--- src/rtl/bv_lookup_config_ctrl.sv ---
// Bit-vector lookup SRAM controller: arbitrates key lookups against
// config writes (with starvation bound) and runs a full zero-fill sweep.
//
// Ports:
//   clk, rst_n           clock, async active-low reset
//   lk_valid/lk_ready    lookup handshake; lk_din key, lk_mode upper addr
//   cfg_valid/cfg_ready  config write handshake; cfg_sel/addr/data
//   clear_start          request zero-fill of every SRAM word
//   sram_wr_en/rd_en     per-SRAM strobes (registered)
//   sram_addr/wdata      per-SRAM address/data slices (registered)
//   res_valid            read data valid, one cycle after rd_en
//   busy, clear_done     sweep in progress / end-of-sweep pulse
//   cfg_err              sticky out-of-range cfg_sel flag
module bv_lookup_config_ctrl #(
  parameter int SRAM_ADDR_WIDTH = 6,
  parameter int STRIDE          = 4,
  parameter int MODE_WIDTH      = 2,
  parameter int RESULT_WIDTH    = 64,
  parameter int SRAM_NUM        = 4,
  parameter int CFG_MAX_WAIT    = 8
) (
  input  logic                                 clk,
  input  logic                                 rst_n,
  input  logic                                 lk_valid,
  output logic                                 lk_ready,
  input  logic [STRIDE*SRAM_NUM-1:0]           lk_din,
  input  logic [MODE_WIDTH-1:0]                lk_mode,
  input  logic                                 cfg_valid,
  output logic                                 cfg_ready,
  input  logic [7:0]                           cfg_sel,
  input  logic [SRAM_ADDR_WIDTH-1:0]           cfg_addr,
  input  logic [RESULT_WIDTH-1:0]              cfg_data,
  input  logic                                 clear_start,
  output logic [SRAM_NUM-1:0]                  sram_wr_en,
  output logic [SRAM_NUM-1:0]                  sram_rd_en,
  output logic [SRAM_ADDR_WIDTH*SRAM_NUM-1:0]  sram_addr,
  output logic [RESULT_WIDTH*SRAM_NUM-1:0]     sram_wdata,
  output logic                                 res_valid,
  output logic                                 busy,
  output logic                                 clear_done,
  output logic                                 cfg_err
);

  localparam int AW    = SRAM_ADDR_WIDTH;
  localparam int DEPTH = 1 << AW;
  localparam int CW    = AW + 1;

  typedef enum logic {IDLE, CLEAR} state_t;

  state_t                     state_q, state_d;
  logic [7:0]                 wait_q, wait_d;
  logic [CW-1:0]              clr_q, clr_d;
  logic [SRAM_NUM-1:0]        wr_d, rd_d;
  logic [AW*SRAM_NUM-1:0]     addr_d;
  logic [RESULT_WIDTH*SRAM_NUM-1:0] wdata_d;
  logic                       done_d, err_d;
  logic                       idle, sat, lk_hs, cfg_hs, sel_ok;

  // Readies are forced low while reset is asserted.
  always_comb begin
    idle      = (state_q == IDLE);
    sat       = (wait_q == 8'(CFG_MAX_WAIT));
    lk_ready  = rst_n && idle && !clear_start
                && !(cfg_valid && sat);
    cfg_ready = rst_n && idle && !clear_start
                && (!lk_valid || sat);
    lk_hs     = lk_valid && lk_ready;
    cfg_hs    = cfg_valid && cfg_ready;
    sel_ok    = (cfg_sel < 8'(SRAM_NUM));
    busy      = (state_q == CLEAR);
  end

  always_comb begin
    state_d = state_q;
    clr_d   = clr_q;
    wait_d  = wait_q;
    wr_d    = '0;
    rd_d    = '0;
    addr_d  = sram_addr;
    wdata_d = sram_wdata;
    done_d  = 1'b0;
    err_d   = cfg_err;
    unique case (state_q)
      IDLE: begin
        if (clear_start) begin
          state_d = CLEAR;
          clr_d   = '0;
          err_d   = 1'b0;
        end else if (cfg_hs) begin
          if (!sel_ok) err_d = 1'b1;
          for (int i = 0; i < SRAM_NUM; i++) begin
            if (cfg_sel == 8'(i)) begin
              wr_d[i] = 1'b1;
              addr_d[AW*i +: AW] = cfg_addr;
              wdata_d[RESULT_WIDTH*i +: RESULT_WIDTH] = cfg_data;
            end
          end
        end else if (lk_hs) begin
          rd_d = '1;
          for (int i = 0; i < SRAM_NUM; i++)
            addr_d[AW*i +: AW] = {lk_mode, lk_din[STRIDE*i +: STRIDE]};
        end
      end
      CLEAR: begin
        // One extra CLEAR cycle after the last write issues clear_done.
        if (clr_q == CW'(DEPTH)) begin
          state_d = IDLE;
          clr_d   = '0;
          done_d  = 1'b1;
        end else begin
          wr_d    = '1;
          wdata_d = '0;
          clr_d   = clr_q + 1'b1;
          for (int i = 0; i < SRAM_NUM; i++)
            addr_d[AW*i +: AW] = clr_q[AW-1:0];
        end
      end
      default: state_d = IDLE;
    endcase
    if (!cfg_valid || cfg_hs) wait_d = '0;
    else if (idle && !sat) wait_d = wait_q + 8'd1;
  end

  always_ff @(posedge clk or negedge rst_n) begin
    if (!rst_n) begin
      state_q    <= IDLE;
      wait_q     <= '0;
      clr_q      <= '0;
      sram_wr_en <= '0;
      sram_rd_en <= '0;
      sram_addr  <= '0;
      sram_wdata <= '0;
      res_valid  <= 1'b0;
      clear_done <= 1'b0;
      cfg_err    <= 1'b0;
    end else begin
      state_q    <= state_d;
      wait_q     <= wait_d;
      clr_q      <= clr_d;
      sram_wr_en <= wr_d;
      sram_rd_en <= rd_d;
      sram_addr  <= addr_d;
      sram_wdata <= wdata_d;
      res_valid  <= |sram_rd_en;
      clear_done <= done_d;
      cfg_err    <= err_d;
    end
  end

endmodule

--- config.mk ---
export PLATFORM = sky130hd
export DESIGN_NAME = bv_lookup_config_ctrl
export DESIGN_NICKNAME = d
export VERILOG_FILES = /design/src/rtl/bv_lookup_config_ctrl.sv
export SDC_FILE = /design/constraint.sdc
export NUM_CORES = 1
export LEC_CHECK = 0
export ABC_AREA = 0
export BUFFER_PORTS_ARGS = -buffer_cell sky130_fd_sc_hd__buf_2
export CORE_ASPECT_RATIO = 1.2
export CORE_MARGIN = 3
export CORE_UTILIZATION = 48
export CTS_BUF_LIST = sky130_fd_sc_hd__clkbuf_16
export CTS_CLUSTER_SIZE = 40
export DETAILED_ROUTE_END_ITERATION = 8
export HOLD_SLACK_MARGIN = 0.06
export PLACE_DENSITY = 0.77
export SYNTH_ARGS = -nofsm -noshare
export SYNTH_HDL_FRONTEND = slang
export SYNTH_SLANG_ARGS = --single-unit
export TNS_END_PERCENT = 1
--- constraint.sdc ---
create_clock -name clk -period 2.05 [get_ports clk]
set_input_delay 0.41 -clock clk [delete_from_list [all_inputs] [get_ports clk]]
set_output_delay 0.41 -clock clk [all_outputs]
set_load 0.03 [all_outputs]
### After elaboration in Yosys (flattened, before gate mapping)

Index checks and enable logic that the tools add are counted.

| word-level totals | value |
|---|---|
| input bits | 101 |
| register bits | 307 |
| output and inout bits | 294 |
| logic and storage cells | 109 |

| operators by class | value |
|---|---|
| multiplexer cells | 42 |
| $add $sub $neg | 2 |
| eq/ne operators | 19 |
| order comparisons | 1 |
| bitwise operators | 1 |
| reduce and logical (&&, ||, !) cells | 28 |

Operator list:

| cell | number |
|---|---|
| $mux 256 | 3 |
| $pmux 256 s2 | 1 |
| $mux 64 | 4 |
| $mux 24 | 4 |
| $pmux 24 s2 | 1 |
| $reduce_and 4->1 | 8 |
| $mux 4 | 7 |
| $mux 6 | 4 |
| $eq 8x2->1 const B | 2 |
| $mux 8 | 2 |
| $mux 7 | 2 |
| $pmux 7 s2 | 1 |
| $ne 3x2->1 const B | 4 |
| $mux 1 | 11 |
| $ne 2x1->1 const B | 5 |
| $add 8x1->8 const B | 1 |
| $eq 8x1->1 const B | 1 |
| $eq 8x4->1 const B | 1 |
| $logic_and 1x1->1 | 8 |
| $logic_not 8->1 | 1 |
| $lt 8x3->1 const B | 1 |
| $ne 2x2->1 const B | 4 |
| $pmux 4 s2 | 1 |
| $add 7x1->7 const B | 1 |
| 9 further kinds | 15 |

### Logic depth before layout (Yosys ltp)

| depth | value |
|---|---|
| word-level depth | 9 |
| mapped depth | 10 |
| gate-level depth less buffers | 7 |

### Worst setup path after synthesis

OpenSTA, ideal clock, no wires.

| timing path | value |
|---|---|
| path type | reg2reg |
| start point | reg state_q (netlist: busy) |
| end point | reg sram_wdata[168] |
| path slack | -233 ps |
| clock period less this slack | 2283 ps |
| required time | 1924 ps |
| stages on the path, launching flop included | 8 |
| buffers on the path | 2 |
| arrival time | 2157 ps |
| library setup time | 126 ps |
| cell sequence | dfrtp_1 -> nor3b_2 -> nand2_2 -> or3_1 -> buf_4 -> buf_6 -> and3_1 -> a221o_1 |

| between the ends | value |
|---|---|
| longest elaborated chain between the ends | 7 |
| elaborated cells between the ends (all ways) | 11 |
| those cells by class | 4 x eq/ne; 1 x mux; 1 x bitwise; 5 x reduce/logical |

Ends and longest elaborated chain:

| item | RTL line | text |
|---|---|---|
| start: declaration | 50 | `state_t state_q, state_d;` |
| start signal: assignment | 137 | `state_q <= state_d;` |
| $not 1->1 (no source line) | -- |  |
| $logic_and 1x1->1 (2 in a row) | 65 | `cfg_ready = rst_n && idle && !clear_start` |
| $logic_and 1x1->1 | 66 | `&& (!lk_valid \|\| sat);` |
| $logic_and 1x1->1 | 68 | `cfg_hs = cfg_valid && cfg_ready;` |
| $ne 2x1->1 (no source line) | -- |  |
| $reduce_and 4->1 (no source line) | -- |  |
| end signal: assignment | 143 | `sram_wdata <= wdata_d;` |
| end: declaration | 37 | `output logic [RESULT_WIDTH*SRAM_NUM-1:0] sram_wdata,` |

Several ways; a longest one is shown, not always the timed one.
A chain may end at the register's enable or synchronous reset.

### Worst setup path in the final report

| timing path | value |
|---|---|
| start point | reg wait_q[0] |
| end point | reg sram_wdata[66] |

| between the ends | value |
|---|---|
| longest elaborated chain between the ends | 6 |

Ends and longest elaborated chain:

| item | RTL line | text |
|---|---|---|
| start: declaration | 51 | `logic [7:0] wait_q, wait_d;` |
| start signal: assignment | 138 | `wait_q <= wait_d;` |
| $eq 8x4->1 | 62 | `sat = (wait_q == 8'(CFG_MAX_WAIT));` |
| $logic_or 1x1->1 | 66 |  |
| $logic_and 1x1->1 | 66 |  |
| $logic_and 1x1->1 | 68 |  |
| $ne 2x1->1 (no source line) | -- |  |
| $reduce_and 4->1 (no source line) | -- |  |

Every way passes these cells.

==> results.toml <==
[outcome]
outcome = "finished, violations left"
violations = "negative setup slack"

[detailed_routing]
avgViaCountPerCell = 6.35
dr_total_vias = 12720
post-route-drc-count = 0
wirelength_um = 47000
drt-pass1-iter-count = 5
final_antenna_net_count = 0
wl_per_cell_um = 23.5
drt_iter0_drc = 1103

[sta]
fin_ws_ps = -412
drv_slew = 0
hold_ws_ps = 103
period_minus_slack_ps = 2460
fmax_mhz = 406
setup_violations = 268
worst_pin_slew_ps = 773
hold_viol = 0
slew_headroom_pct = 48.5
fin_crit_sh_pct = 120
finClkSkew_ps = 14.3
rsz0062_at_grt = "true"

[global_route]
busiest_layer = "met2"
gr-usage-met2_pct = 47.3
grt_max_degree = 136
grt_usage_pct = 28.7
grt_pass1_vias = 12618
overflow = 0
use_met3_pct = 4.84
met1_usage_pct = 37.7
antenna_found_initial = 1
grt_pass1_wl_um = 73200

[yosys]
ys_warn_count = 0
synth.most_common_cell = "dfrtp_1"
netlist_instances = 1200
synth_cell_types = 48
netlist.area_leader.share_pct = 53.3
synthFlopType = "dfrtp_1"
syn-cell-area_mm2 = 0.0143
syn-mean-instance-area_um2 = 11.9
synth.area.top_cells = "dfrtp_1 53%, a221o_1 18%, nor3b_1 6.8%"
ys_async_sr_fraction_pct = 100
yosysTopAreaCell = "dfrtp_1"
ys_seq_area_share_pct = 53.3
synth_nets = 1305
ys_ff_latch = 304
synth_edf_count = 0
synth_common_cells = "304 x dfrtp_1, 258 x a221o_1, 131 x and3_1, 129 x nor3b_1, 65 x nor2b_1"

[critical_path]
path_cells = "inv_1 -> ha_1 -> nor4b_4 -> a31oi_4 -> buf_12 -> nor4_4 -> buf_6 -> nor2_4 -> buf_12 -> a221o_1"
cpPeakStageDelay_ps = 380
crit_top_cell = "buf_12"
start_kind = "flip-flop"
critPathMaxFanout = 32
crit_required_ps = 2480
cp_slowest_cell = "dfrtp_1"
arrival_ps = 2890
critical_path_class = "reg2reg"
endpoint_kind = "flip-flop"

[clock_tree]
clk_pin_slew_ps = 60
clkLatencyLatePin_ps = 560
cts-buffers-inserted = 31
clock_sinks = 304
cts_max_path_buffers = 3
cts_root_buffer = "clkbuf_16"
cts_htree_levels = 1
cts_tree = "built"

[die]
start_util_pct = 49.2
die_x_um = 163
std_cell_rows = 68
die_y_um = 195
die-area_mm2 = 0.0318
core_mm2 = 0.0290
ios = 395

[cells_and_area]
stdcell_count = 2003
drive_gt1_share_pct = 35.1
fillCellCount = 2265
fin_area_mm2 = 0.0183
antenna_cells = 0
nets = 1698
area_growth_pct = 28.0

[min_path]
worst_hold_path_type = "in2reg"

[pwr]
power-per-cell-area_mw_per_mm2 = 820
p_total_w = 0.0150
ir_worst_vdd_mv = 1.11
leakage_nw = 9.68

[place]
hpwlAfterDp_um = 30400
post_dp_cell_area_mm2 = 0.0171
io_buffers = 394
gp_congestion = 0.856
dp_worst_setup_slack_ps = -437
dp.cells = 1940

[job]
drv_cap = 0
## placed cells by master (no fill, tap or decap), types with 6 or more instances in the layout
master     count
a21oi_1       20
a221o_1      258
and3_1       130
buf_12        23
buf_2        391
buf_4         63
clkbuf_16     31
clkinv_2       9
dfrtp_1      303
inv_1         32
mux2i_1       16
nand2_1       13
nand3_1       15
nor2_1        14
nor2b_1       65
nor3b_1      125
o21a_1         8
o21ai_0       12
o22a_1         8
xor2_1         6
## kinds of logic (layout without fill, tap and decap cells)
kind of cell / Yosys count / count (layout) / share of synthesized area [%]
AO/OA/AOI/OAI: 322 / 322 / 21.0
XOR/XNOR: 8 / 8 / 0.491
adder cells (fa/ha/maj): 4 / 4 / 0.351
buffers and inverters: 151 / 569 / 5.18
flip-flops: 304 / 304 / 53.3
multiplexers: 16 / 16 / 1.12
AND/OR/NAND/NOR: 395 / 395 / 18.5
## power breakdown
group	switching, W	total (W)	internal, W
registers	0.000188	0.00651	0.00632
logic	0.00190	0.00287	0.000964
clock network	0.00246	0.00560	0.00314
## registers in the layout, indices dropped and copies added, names as in the netlist
signal / cells
busy: 1
cfg_err: 1
clear_done: 1
clr_q: 7
res_valid: 1
sram_addr: 24
sram_rd_en: 1
sram_wdata: 256
sram_wr_en: 4
wait_q: 8
## through the flow
step	util, %	setup TNS, ps
floorplan	-	-37310
global placement	59.0	-72140
detailed placement	59.0	-84310
CTS	62.9	-86480
global route	63.0	-114830
finish	63.0	-82810
## per-layer routing
metal  routed length, µm  up-vias
li1                    -     5488
met1               18200     6467
met2               23100      630
met3                3680      133
met4                2010        2
met5                  12        -
## path summary, 6_finish.rpt
kind                       depth (start not counted)  slack [ps]          start              end
max                                               10        -410      wait_q[0]   sram_wdata[66]
max in group asynchronous                          3        1230          rst_n  sram_wdata[109]
max reg2reg                                       10        -410      wait_q[0]   sram_wdata[66]
min                                                2         100   cfg_data[19]  sram_wdata[211]
min reg2reg                                        0         450  sram_rd_en[2]        res_valid
min in group asynchronous                          3         220          rst_n   sram_wdata[39]
## critical path, delay by kind of cell, from the launching register on
| kind | cells | cell delay [ps] |
|---|---|---|
| adder cells (fa/ha/maj) | 1 | 140 |
| buffers and inverters | 4 | 610 |
| AND/OR/NAND/NOR | 3 | 610 |
| AO/OA/AOI/OAI | 2 | 540 |
| flip-flops | 1 | 380 |
## what timing repair did
item,in CTS,in global routing
hold buffers,1,0
endpoints found under the setup margin,282,286
endpoints found under the hold margin,2,0
gates cloned,2,0
pin swaps,45,3
buffers inserted,2,0
gates resized for setup,17,5
## area by class of cell
type / instances / area, µm² / area share [%]
inverter: 24 / 91.3 / 0.500
clock buffer: 31 / 776 / 4.25
tap: 385 / 482 / 2.64
sequential: 304 / 7610 / 41.7
multi-input combinational: 745 / 6020 / 33.0
clock inverter: 27 / 215 / 1.18
timing repair buffer: 487 / 3070 / 16.8
Note: power is estimated with default switching activity, not from simulation.
